===== src/rtl/pipelined_adder.sv =====
// Pipelined ripple-carry adder with valid/ready handshake.
// The operands are split into STAGES chunks of C bits. Stage k adds chunk k,
// using the carry registered by stage k-1. Each stage register carries the
// lower sum chunks already finished plus the upper operand chunks still to be
// added. The upper operands are stored shifted right, so the next chunk to add
// always sits at bits [C-1:0].
// The ready chain lets bubbles collapse under backpressure, so the pipeline can
// hold STAGES results before in_ready drops.
module pipelined_adder #(
    parameter int WIDTH  = 16,
    parameter int STAGES = 4
) (
    input  logic             clk,
    input  logic             rst_n,
    input  logic             in_valid,
    output logic             in_ready,
    input  logic [WIDTH-1:0] a,
    input  logic [WIDTH-1:0] b,
    input  logic             cin,
    output logic             out_valid,
    input  logic             out_ready,
    output logic [WIDTH-1:0] sum,
    output logic             cout
);

    localparam int C   = WIDTH / STAGES;
    localparam int OPN = (STAGES > 1) ? STAGES - 1 : 1;

    // Per-stage registers. The last stage keeps no operands.
    logic [STAGES-1:0] v_q;
    logic [STAGES-1:0] c_q;
    logic [WIDTH-1:0]  sum_q [STAGES];
    logic [WIDTH-1:0]  a_q   [OPN];
    logic [WIDTH-1:0]  b_q   [OPN];

    // What each stage sees at its input: the previous register, or the ports for stage 0.
    logic [STAGES-1:0] st_v;
    logic [STAGES-1:0] st_c;
    logic [WIDTH-1:0]  st_a   [STAGES];
    logic [WIDTH-1:0]  st_b   [STAGES];
    logic [WIDTH-1:0]  st_sum [STAGES];

    logic [STAGES-1:0] load;
    logic [STAGES-1:0] add_co;
    logic [WIDTH-1:0]  add_chunk [STAGES];

    // C-cell ripple chain of full-adder cells; returns {carry_out, sum_chunk}.
    function automatic logic [C:0] ripple(input logic [C-1:0] x,
                                          input logic [C-1:0] y,
                                          input logic         ci);
        logic         c;
        logic [C-1:0] s;
        c = ci;
        s = '0;
        for (int i = 0; i < C; i++) begin
            s[i] = x[i] ^ y[i] ^ c;
            c    = (x[i] & y[i]) | (c & (x[i] ^ y[i]));
        end
        return {c, s};
    endfunction

    // Route the ports into stage 0 and each register into the stage after it.
    always_comb begin
        st_v[0]   = in_valid;
        st_c[0]   = cin;
        st_a[0]   = a;
        st_b[0]   = b;
        st_sum[0] = '0;
        for (int k = 1; k < STAGES; k++) begin
            st_v[k]   = v_q[k-1];
            st_c[k]   = c_q[k-1];
            st_a[k]   = a_q[k-1];
            st_b[k]   = b_q[k-1];
            st_sum[k] = sum_q[k-1];
        end
    end

    // Add this stage's chunk and place it at its final bit position in the sum.
    always_comb begin
        logic [C:0] r;
        add_co = '0;
        for (int k = 0; k < STAGES; k++) begin
            r            = ripple(st_a[k][C-1:0], st_b[k][C-1:0], st_c[k]);
            add_co[k]    = r[C];
            add_chunk[k] = WIDTH'(r[C-1:0]) << (k * C);
        end
    end

    // Ready chain: a stage loads when it is empty or its successor takes its
    // contents this cycle.
    always_comb begin
        load             = '0;
        load[STAGES-1]   = !v_q[STAGES-1] || out_ready;
        for (int k = STAGES - 2; k >= 0; k--) begin
            load[k] = !v_q[k] || load[k+1];
        end
    end

    // Stage registers. Data is captured only with a valid predecessor. A stage
    // that loads from a bubble just clears its valid bit.
    always_ff @(posedge clk or negedge rst_n) begin
        if (!rst_n) begin
            v_q <= '0;
            c_q <= '0;
            for (int k = 0; k < STAGES; k++) begin
                sum_q[k] <= '0;
            end
            for (int k = 0; k < OPN; k++) begin
                a_q[k] <= '0;
                b_q[k] <= '0;
            end
        end else begin
            for (int k = 0; k < STAGES; k++) begin
                if (load[k]) begin
                    v_q[k] <= st_v[k];
                    if (st_v[k]) begin
                        c_q[k]   <= add_co[k];
                        sum_q[k] <= st_sum[k] | add_chunk[k];
                    end
                end
            end
            for (int k = 0; k < STAGES - 1; k++) begin
                if (load[k] && st_v[k]) begin
                    a_q[k] <= st_a[k] >> C;
                    b_q[k] <= st_b[k] >> C;
                end
            end
        end
    end

    assign in_ready  = load[0];
    assign out_valid = v_q[STAGES-1];
    assign sum       = sum_q[STAGES-1];
    assign cout      = c_q[STAGES-1];

endmodule


===== config.mk =====
export PLATFORM = sky130hd
export DESIGN_NAME = pipelined_adder
export DESIGN_NICKNAME = d
export VERILOG_FILES = /design/src/rtl/pipelined_adder.sv
export SDC_FILE = /design/constraint.sdc
export NUM_CORES = 1
export LEC_CHECK = 0
export BUFFER_PORTS_ARGS = -buffer_cell sky130_fd_sc_hd__buf_2
export CAP_MARGIN = 20
export CORE_ASPECT_RATIO = 1.5
export CORE_MARGIN = 3
export CORE_UTILIZATION = 35
export CTS_CLUSTER_SIZE = 8
export DETAILED_ROUTE_END_ITERATION = 10
export PLACE_DENSITY_LB_ADDON = 0.15
export SYNTH_ARGS = -nofsm -noshare
export SYNTH_HDL_FRONTEND = slang
export SYNTH_SLANG_ARGS = --single-unit

===== constraint.sdc =====
create_clock -name clk -period 2.1 [get_ports clk]
set_input_delay 0.105 -clock clk [delete_from_list [all_inputs] [get_ports clk]]
set_output_delay 0.105 -clock clk [all_outputs]
set_load 0.01 [all_outputs]

==> results of run 1 <==
final cells by class:
class / instances / area [sq um] / share of cell area [%]
sequential: 96 / 2400 / 47.4
clock inverter: 5 / 56.3 / 1.11
inverter: 36 / 135 / 2.67
multi-input combinational: 126 / 1440 / 28.5
timing repair buffer: 87 / 603 / 11.9
tap: 147 / 184 / 3.63
clock buffer: 11 / 243 / 4.79
cell families after synthesis:
logic type               after synthesis  synth area share [%]
buffers and inverters                 44                  4.85
multiplexers                          87                  24.1
adder cells (fa/ha/maj)               16                  7.96
AND/OR/NAND/NOR                       12                  1.96
flip-flops                            96                  59.7
AO/OA/AOI/OAI                         11                  1.46
metrics by stage:
stage	setup slack, ns	setup TNS [ns]	power [uW]	instance area [sq um]	hold WS (ns)
final	0.0950	0	6040	5070	0.0113
after detailed placement	-0.0293	-0.0324	4430	4510	0.139
after CTS	0.0105	0	6120	5050	0.00205
after global routing	-0.0106	-0.0106	6500	5070	0.0140
after floorplan	0.0725	0	3850	4020	-0.191
after global placement	0.0247	0	4380	4510	0.128
cells in the final DEF (no fill, tap or decap), types with 2 or more instances in the layout:
master,netlist,layout
mux2_1,7,7
mux2i_1,9,9
o21ai_0,10,9
nand2b_1,4,4
fa_2,0,7
fa_1,16,9
buf_2,3,54
mux2_2,71,71
inv_2,0,8
buf_12,0,2
clkbuf_16,0,9
dlygate4sd3_1,0,24
clkinv_2,0,2
dfrtp_1,96,96
nand2_1,4,4
inv_1,36,28
buf_4,3,7
repair_timing:
item | in CTS | in global routing
hold endpoints to repair | 64 | 0
resized for setup | 5 | 11
hold buffers | 24 | 0
setup endpoints to repair | 3 | 3
pin swaps | 0 | 1
registers in the layout, summed over array words and instances, names as in the netlist:
name and flops:
a_q 24, b_q 24, c_q 4, st_sum 24, sum 16, v_q 4
how the worst min path moves through the flow:
| stage | start | end | cells after the start |
|---|---|---|---|
| after floorplan | rst_n | a_q[0]$_DFFE_PN0P_ | 0 |
| after global placement | rst_n | b_q[42]$_DFFE_PN0P_ | 1 |
| after detailed placement | rst_n | b_q[22]$_DFFE_PN0P_ | 1 |
| after CTS | b[5] | b_q[33]$_DFFE_PN0P_ | 2 |
| after global routing | in_valid | v_q[0]$_DFFE_PN0N_ | 2 |
| final | in_valid | v_q[0]$_DFFE_PN0N_ | 2 |
metal layers:
| metal | vias up | global-route usage (%) |
|---|---|---|
| li1 | 1056 | - |
| met1 | 1131 | 15.4 |
| met2 | 37 | 18.9 |
| met3 | 10 | 2.51 |
| met4 | 0 | 5.30 |
| met5 | - | 0 |
where the power goes:
| group | internal [uW] | total [uW] | leakage [uW] | switching, uW |
|---|---|---|---|---|
| logic | 899 | 1580 | 0.00108 | 681 |
| registers | 2480 | 2830 | 0.00112 | 345 |
| clock network | 953 | 1630 | 0.000145 | 674 |
==> impl_summary.txt, run 1 <==
----------------------------------------------------
[Global routing]
  Initial antenna violation count ... 0
  Wire length of the first global-routing pass ... 11.7 mm
  Number of global-route vias before repair ... 2404
  Overflow left after global routing ... 0
  Total GRT Usage ... between 10% and 20%
  Pin count of the biggest net entering global routing ... 45

[Setup path]
  CP startpoint ... c_q[2]$_DFFE_PN0P_
  Worst flop-to-flop path endpoint ... sum[15]$_DFFE_PN0P_
  Slowest library cell on the worst path ... fa_1
  Worst R2R Start ... c_q[2]$_DFFE_PN0P_
  Critical path endpoint ... sum[15]$_DFFE_PN0P_
  Cell breakdown of the critical path ... inv_2, fa_2, inv_2, fa_2, fa_2, inv_2, fa_1, mux2i_1
  Endpoint type of the worst setup path ... flip-flop
  Required arrival time at the worst endpoint ... 2.37 ns
  Peak per-stage delay on the critical path ... around 0.39 ns
  CP delay by family, top ... adder cells
  Data arrival, critical path ... 2.27 ns
  Register-to-Register Path Depth ... 8
  Setup slack of the worst register-to-register path ... 0.09 ns
  Startpoint Class ... flip-flop
  CP Depth ... 8
  Category of the most critical setup path ... reg -> reg
  Crit path max fanout ... 2
  Count of buffering cells on the critical path with inverters included ... 3

[Routing]
  Post-route DRC violation count ... 0
  Post-detailed-route wirelength per cell ... ~13 microns
  First-iteration detailed-routing DRC count ... 81
  Length of routed met2 wiring ... 3.36 mm
  DR WL met3 ... 251 microns
  Top routing layer in use ... met4
  Detailed-routing wirelength on met1 ... 2.98 mm
  Detailed-route vias per instance ... around 4.4
  Final Routed Wirelength ... 6.75 mm
  Total iterations of the first detailed-routing run ... 4
  Detail Route Antenna Nets ... 0
  Via Count ... 2234

[STA]
  Clock skew after layout ... 0.00841 ns
  Setup violations, final ... 0
  Highest achievable clock rate ... 0.499 GHz
  Final hold viol count ... 0
  Unrepaired setup endpoints after global routing ... yes
  Transition time of the tightest slew-check pin ... 0.543 ns
  Count of final max-slew check failures ... 0
  Relative slew slack ... 63.8%
  Period utilization ... between 90% and 100%
  Min Clock Period, post-route ... 2.01 ns

[Placement]
  Total of buffers placed on input and output ports ... 55
  Detailed-placement wirelength estimate ... just under 5 mm
  Routability congestion estimate ... 0.687
  Dpl cells ... 468

[Logic synthesis]
  Largest cells by area after synthesis ... dfrtp_1 (60%), mux2_2 (20%), fa_1 (8.0%)
  Mean post-synth cell area ... 15.1 sq um
  Commonest cells post-synth ... dfrtp_1 (96), mux2_2 (71), inv_1 (36)
  Netlist area before placement ... 4020 sq um
  Share of Yosys cell area claimed by the top area cell type ... between 50% and 60%
  Top_reg_cell synth ... dfrtp_1
  Seq/Total Area, Yosys ... between 50 and 60%
  Number of flops mapped to enable cells by yosys ... 0
  Syn nets ... 319
  Yosys top cell by area ... dfrtp_1
  Ys async rst share ... 100%
  Most repeated cell in the gate-level netlist after synthesis ... dfrtp_1
  Count of different cell masters after synthesis ... 17
  Instance count of the mapped netlist ... roughly 270
  Synth Warn # ... 0
  Flip-flop and latch count after synthesis ... 96

[Outcome]
  Run status ... completed

[Clocking]
  Htree depth ... 3
  Clock Latency Late Sink ... 0.34 ns
  Total CTS buffers ... 9
  Sinks on the clock net ... 96
  Clock Tree Buf Depth ... 2
  Root buf cell ... clkbuf_16
  Clock slew seen by the registers of the worst setup and hold paths ... approximately 0.07 ns
  Buffers inserted by post-CTS timing repair ... 0
  TritonCTS clock tree ... yes

[Flow run]
  Count of max-cap constraint violations ... 0

[Power]
  Peak ir drop on the vdd network ... 0.464 mV
  LEAKAGE ... 0.00235 uW
  Power density normalized to cell area ... roughly 1200 nW/um^2

[Layout]
  Filler-free cell count of the finished design ... just over 500
  Layout overhead on the synthesized area ... 25.9%
  Final layout net count ... 409
  Count of inserted antenna diode cells ... 0
  Fillers ... 1022
  Post-layout util ... 45.6%
  Layout cell share with drive strength beyond 1 ... a little under half

[Hold path]
  Worst hold path type ... in -> reg

[Floorplan]
  Initial Utilization ... 36.2%
  Die area ... 12800 sq um
  Vertical die dimension ... ~140 microns
  # IOs ... 56
  Die Wd ... 93.5 microns
  Floorplan row count ... 47
  Core region area ... 11100 sq um

----------------------------------------------------
No activity file was read; power rests on OpenSTA's default activity.
==> inputs of run 2 (changes only) <==
--- a/config.mk
+++ b/config.mk
@@ -5,11 +5,12 @@
 export SDC_FILE = /design/constraint.sdc
 export NUM_CORES = 1
 export LEC_CHECK = 0
+export ABC_AREA = 1
 export BUFFER_PORTS_ARGS = -buffer_cell sky130_fd_sc_hd__buf_2
 export CAP_MARGIN = 20
 export CORE_ASPECT_RATIO = 1.5
 export CORE_MARGIN = 3
-export CORE_UTILIZATION = 35
+export CORE_UTILIZATION = 30
 export CTS_CLUSTER_SIZE = 8
 export DETAILED_ROUTE_END_ITERATION = 10
 export PLACE_DENSITY_LB_ADDON = 0.15
==> run 2 against run 1 <==
  * Worst hold slack worse by 0.0019 ns
  * Synthesized cell count is 63% higher
  * Sequential share of layout area is 0.87 points higher
  * First-iteration DRC count is 43% higher
  * Cell count is 30% higher
  * Flip-flop and latch count stayed put
  * Routed wire length is 18% higher
  * Non-clock buffer count is 10 lower
  * Clock power is 6% lower
  * Synthesized area is 2.4% higher
  * Design area is 1.8% lower
  * Setup slack better by 0.011 ns
==> impl_summary.txt, run 2 <==
----------------------------------------------------
[Layout]
  Most common library cell in the layout ignoring fill and taps ... nand2_1
  Post-layout util ... between 30% and 40%
  Top library cells by usage in the layout, fill and taps aside ... nand2_1 (145), dfrtp_1 (96), nand3_1 (59), buf_2 (54), inv_1 (33)
  Final layout net count ... 551
  Layout overhead on the synthesized area ... 20.7%
  Count of inserted antenna diode cells ... 0
  Layout cell share with drive strength beyond 1 ... 21.3%

[Hold path]
  Min-delay src ... b[6]
  Endpoint of the worst hold-timing path ... b_q[34]$_DFFE_PN0P_
  Worst hold path type ... in -> reg
  Depth of the worst hold-timing path ... 3

[Placement]
  Total of buffers placed on input and output ports ... 55
  Routability congestion estimate ... 0.716
  Detailed-placement wirelength estimate ... roughly 5.6 mm

[Global routing]
  Initial antenna violation count ... 0
  Overflow left after global routing ... 0
  Pin count of the biggest net entering global routing ... 71
  Number of global-route vias before repair ... 2810
  Total GRT Usage ... 11.2%
  Wire length of the first global-routing pass ... 13.7 mm

[Routing]
  Top routing layer in use ... met4
  Final Routed Wirelength ... 7.94 mm
  Detail Route Antenna Nets ... 0
  First-iteration detailed-routing DRC count ... 116
  Post-route DRC violation count ... 0
  Via Count ... 2861
  Detailed-routing wirelength on met1 ... 3.62 mm
  Length of routed met2 wiring ... between 3 and 4 mm
  DR WL met3 ... between 300 and 400 microns
  Post-detailed-route wirelength per cell ... 12.0 microns
  Detailed-route vias per instance ... ~4.3
  Total iterations of the first detailed-routing run ... 4

[Floorplan]
  Initial Utilization ... 31.2%
  Core region area ... 13200 sq um
  Floorplan row count ... 51
  Vertical die dimension ... between 100 and 150 microns
  # IOs ... 56
  Die Wd ... 102 microns
  Die area ... 15200 sq um

[Clocking]
  TritonCTS clock tree ... yes
  Clock slew seen by the registers of the worst setup and hold paths ... 0.06 ns
  Clock Tree Buf Depth ... 2
  Htree depth ... 3
  Sinks on the clock net ... 96
  Root buf cell ... clkbuf_16
  Clock Latency Late Sink ... around 0.33 ns
  Total CTS buffers ... 9

[STA]
  Unrepaired setup endpoints after global routing ... yes
  Relative slew slack ... 65.3%
  Transition time of the tightest slew-check pin ... about 0.52 ns
  Clock skew after layout ... around 0.0064 ns
  Min Clock Period, post-route ... 1.99 ns
  Setup violations, final ... 0
  Final hold viol count ... 0
  Period utilization ... 95.0%
  Count of final max-slew check failures ... 0
  Worst hold slack ... ~0.0094 ns
  Highest achievable clock rate ... 0.502 GHz

[Logic synthesis]
  Flip-flop and latch count after synthesis ... 96
  Top_reg_cell synth ... dfrtp_1
  Syn nets ... 487
  Commonest cells post-synth ... nand2_1 (145), dfrtp_1 (96), nand3_1 (59)
  Yosys top cell by area ... dfrtp_1
  Most repeated cell in the gate-level netlist after synthesis ... nand2_1
  Netlist area before placement ... around 4100 sq um
  Largest cells by area after synthesis ... dfrtp_1 (58%), nand2_1 (13%), fa_1 (7.8%)
  Ys async rst share ... 100%
  Instance count of the mapped netlist ... 434
  Share of Yosys cell area claimed by the top area cell type ... 58.3%
  Synth Warn # ... 0
  Count of different cell masters after synthesis ... 19
  Number of flops mapped to enable cells by yosys ... 0
  Mean post-synth cell area ... 9.50 sq um
  Seq/Total Area, Yosys ... around three fifths

[Setup path]
  Slowest library cell on the worst path ... dfrtp_1
  Register-to-Register Path Depth ... 8
  Endpoint type of the worst setup path ... flip-flop
  Count of buffering cells on the critical path with inverters included ... 3
  Startpoint Class ... flip-flop
  Category of the most critical setup path ... reg -> reg
  Peak per-stage delay on the critical path ... approximately 0.39 ns
  Worst R2R Start ... c_q[0]$_DFFE_PN0P_
  CP startpoint ... c_q[0]$_DFFE_PN0P_
  Cell breakdown of the critical path ... inv_2, fa_2, inv_1, fa_2, fa_2, inv_2, fa_1, o21ai_1
  Setup slack of the worst register-to-register path ... 0.11 ns
  CP delay by family, top ... adder cells
  Data arrival, critical path ... 2.25 ns
  Worst flop-to-flop path endpoint ... st_sum[23]$_DFFE_PN0P_
  Crit path max fanout ... 2
  Required arrival time at the worst endpoint ... 2.36 ns
  Critical path's most frequent cell ... fa_2

[Power]
  LEAKAGE ... 0.00261 uW
  Power density normalized to cell area ... between 1000 and 1500 nW/um^2
  Peak ir drop on the vdd network ... 0.403 mV

[Outcome]
  Run status ... completed

[Flow run]
  Count of max-cap constraint violations ... 0

----------------------------------------------------
[run 2: cell count changes after synthesis, sizes merged, moves of 4 or more]
| cell | previous run | this run |
|---|---|---|
| a21oi | 0 | 14 |
| buf | 8 | 20 |
| clkbuf | 0 | 4 |
| inv | 36 | 43 |
| mux2 | 78 | 0 |
| mux2i | 9 | 0 |
| nand2 | 5 | 146 |
| nand2b | 4 | 0 |
| nand3 | 0 | 60 |
| nor2 | 0 | 15 |
| o21ai | 11 | 19 |
[run 2: what timing repair did]
action,CTS,global route
setup buffers,1,1
endpoints found under the setup margin,3,3
pin swaps,0,4
gates cloned,0,0
gates resized for setup,5,14
hold buffers,10,0
endpoints found under the hold margin,35,0
[run 2: final cells by class]
class | instances | area, sq um
Clock inverter | 3 | 15.0
Sequential cell | 96 | 2400
Fill cell | 1347 | 8230
Clock buffer | 13 | 270
Tap cell | 159 | 199
Timing Repair Buffer | 77 | 480
Inverter | 43 | 161
Multi-Input combinational cell | 271 | 1450
[run 2: through the flow]
| stage | cells | total power [uW] | setup slack [ns] | instance area [sq um] | TNS [ns] |
|---|---|---|---|---|---|
| after global routing | 662 | 6890 | -0.00800 | 4980 | -0.0115 |
| after detailed placement | 634 | 4820 | -0.0259 | 4560 | -0.0467 |
| final | 662 | 6330 | 0.106 | 4980 | 0 |
| after floorplan | 434 | 4180 | 0.0630 | 4120 | 0 |
| after CTS | 661 | 6440 | 0.0256 | 4960 | 0 |
| after global placement | 634 | 4780 | 0.0160 | 4560 | 0 |
[run 2: worst min-delay path, cell delays in order]
cell and delay [ns]:
buf_2 0.07, nand3_1 0.07, nand2_1 0.06
[run 2: cell families after synthesis]
| group | count (synthesis) | synth area share [%] |
|---|---|---|
| AND/OR/NAND/NOR | 222 | 22.5 |
| buffers and inverters | 67 | 7.01 |
| AO/OA/AOI/OAI | 33 | 4.46 |
| flip-flops | 96 | 58.3 |
| adder cells (fa/ha/maj) | 16 | 7.77 |
[run 2: worst max-delay path by stage]
stage | endpoint | slack, ns | cells after the start
finish | st_sum[23]$_DFFE_PN0P_ | 0.11 | 8
global route | sum[15]$_DFFE_PN0P_ | -0.008 | 8
CTS | st_sum[11]$_DFFE_PN0P_ | 0.03 | 8
detailed placement | st_sum[23]$_DFFE_PN0P_ | -0.03 | 8
global placement | st_sum[23]$_DFFE_PN0P_ | 0.02 | 8
floorplan | sum[15]$_DFFE_PN0P_ | 0.06 | 8
[run 2: per-layer routing]
metal / GRT usage (%) / up-vias
met1: 14.7 / 1337
met2: 18.0 / 39
met3: 2.61 / 7
li1: - / 1478
met5: 0 / -
met4: 4.19 / 0
[run 2: where the power goes]
group	internal, uW	total [uW]	switching [uW]
registers	2510	2860	357
clock network	894	1540	644
logic	783	1930	1140
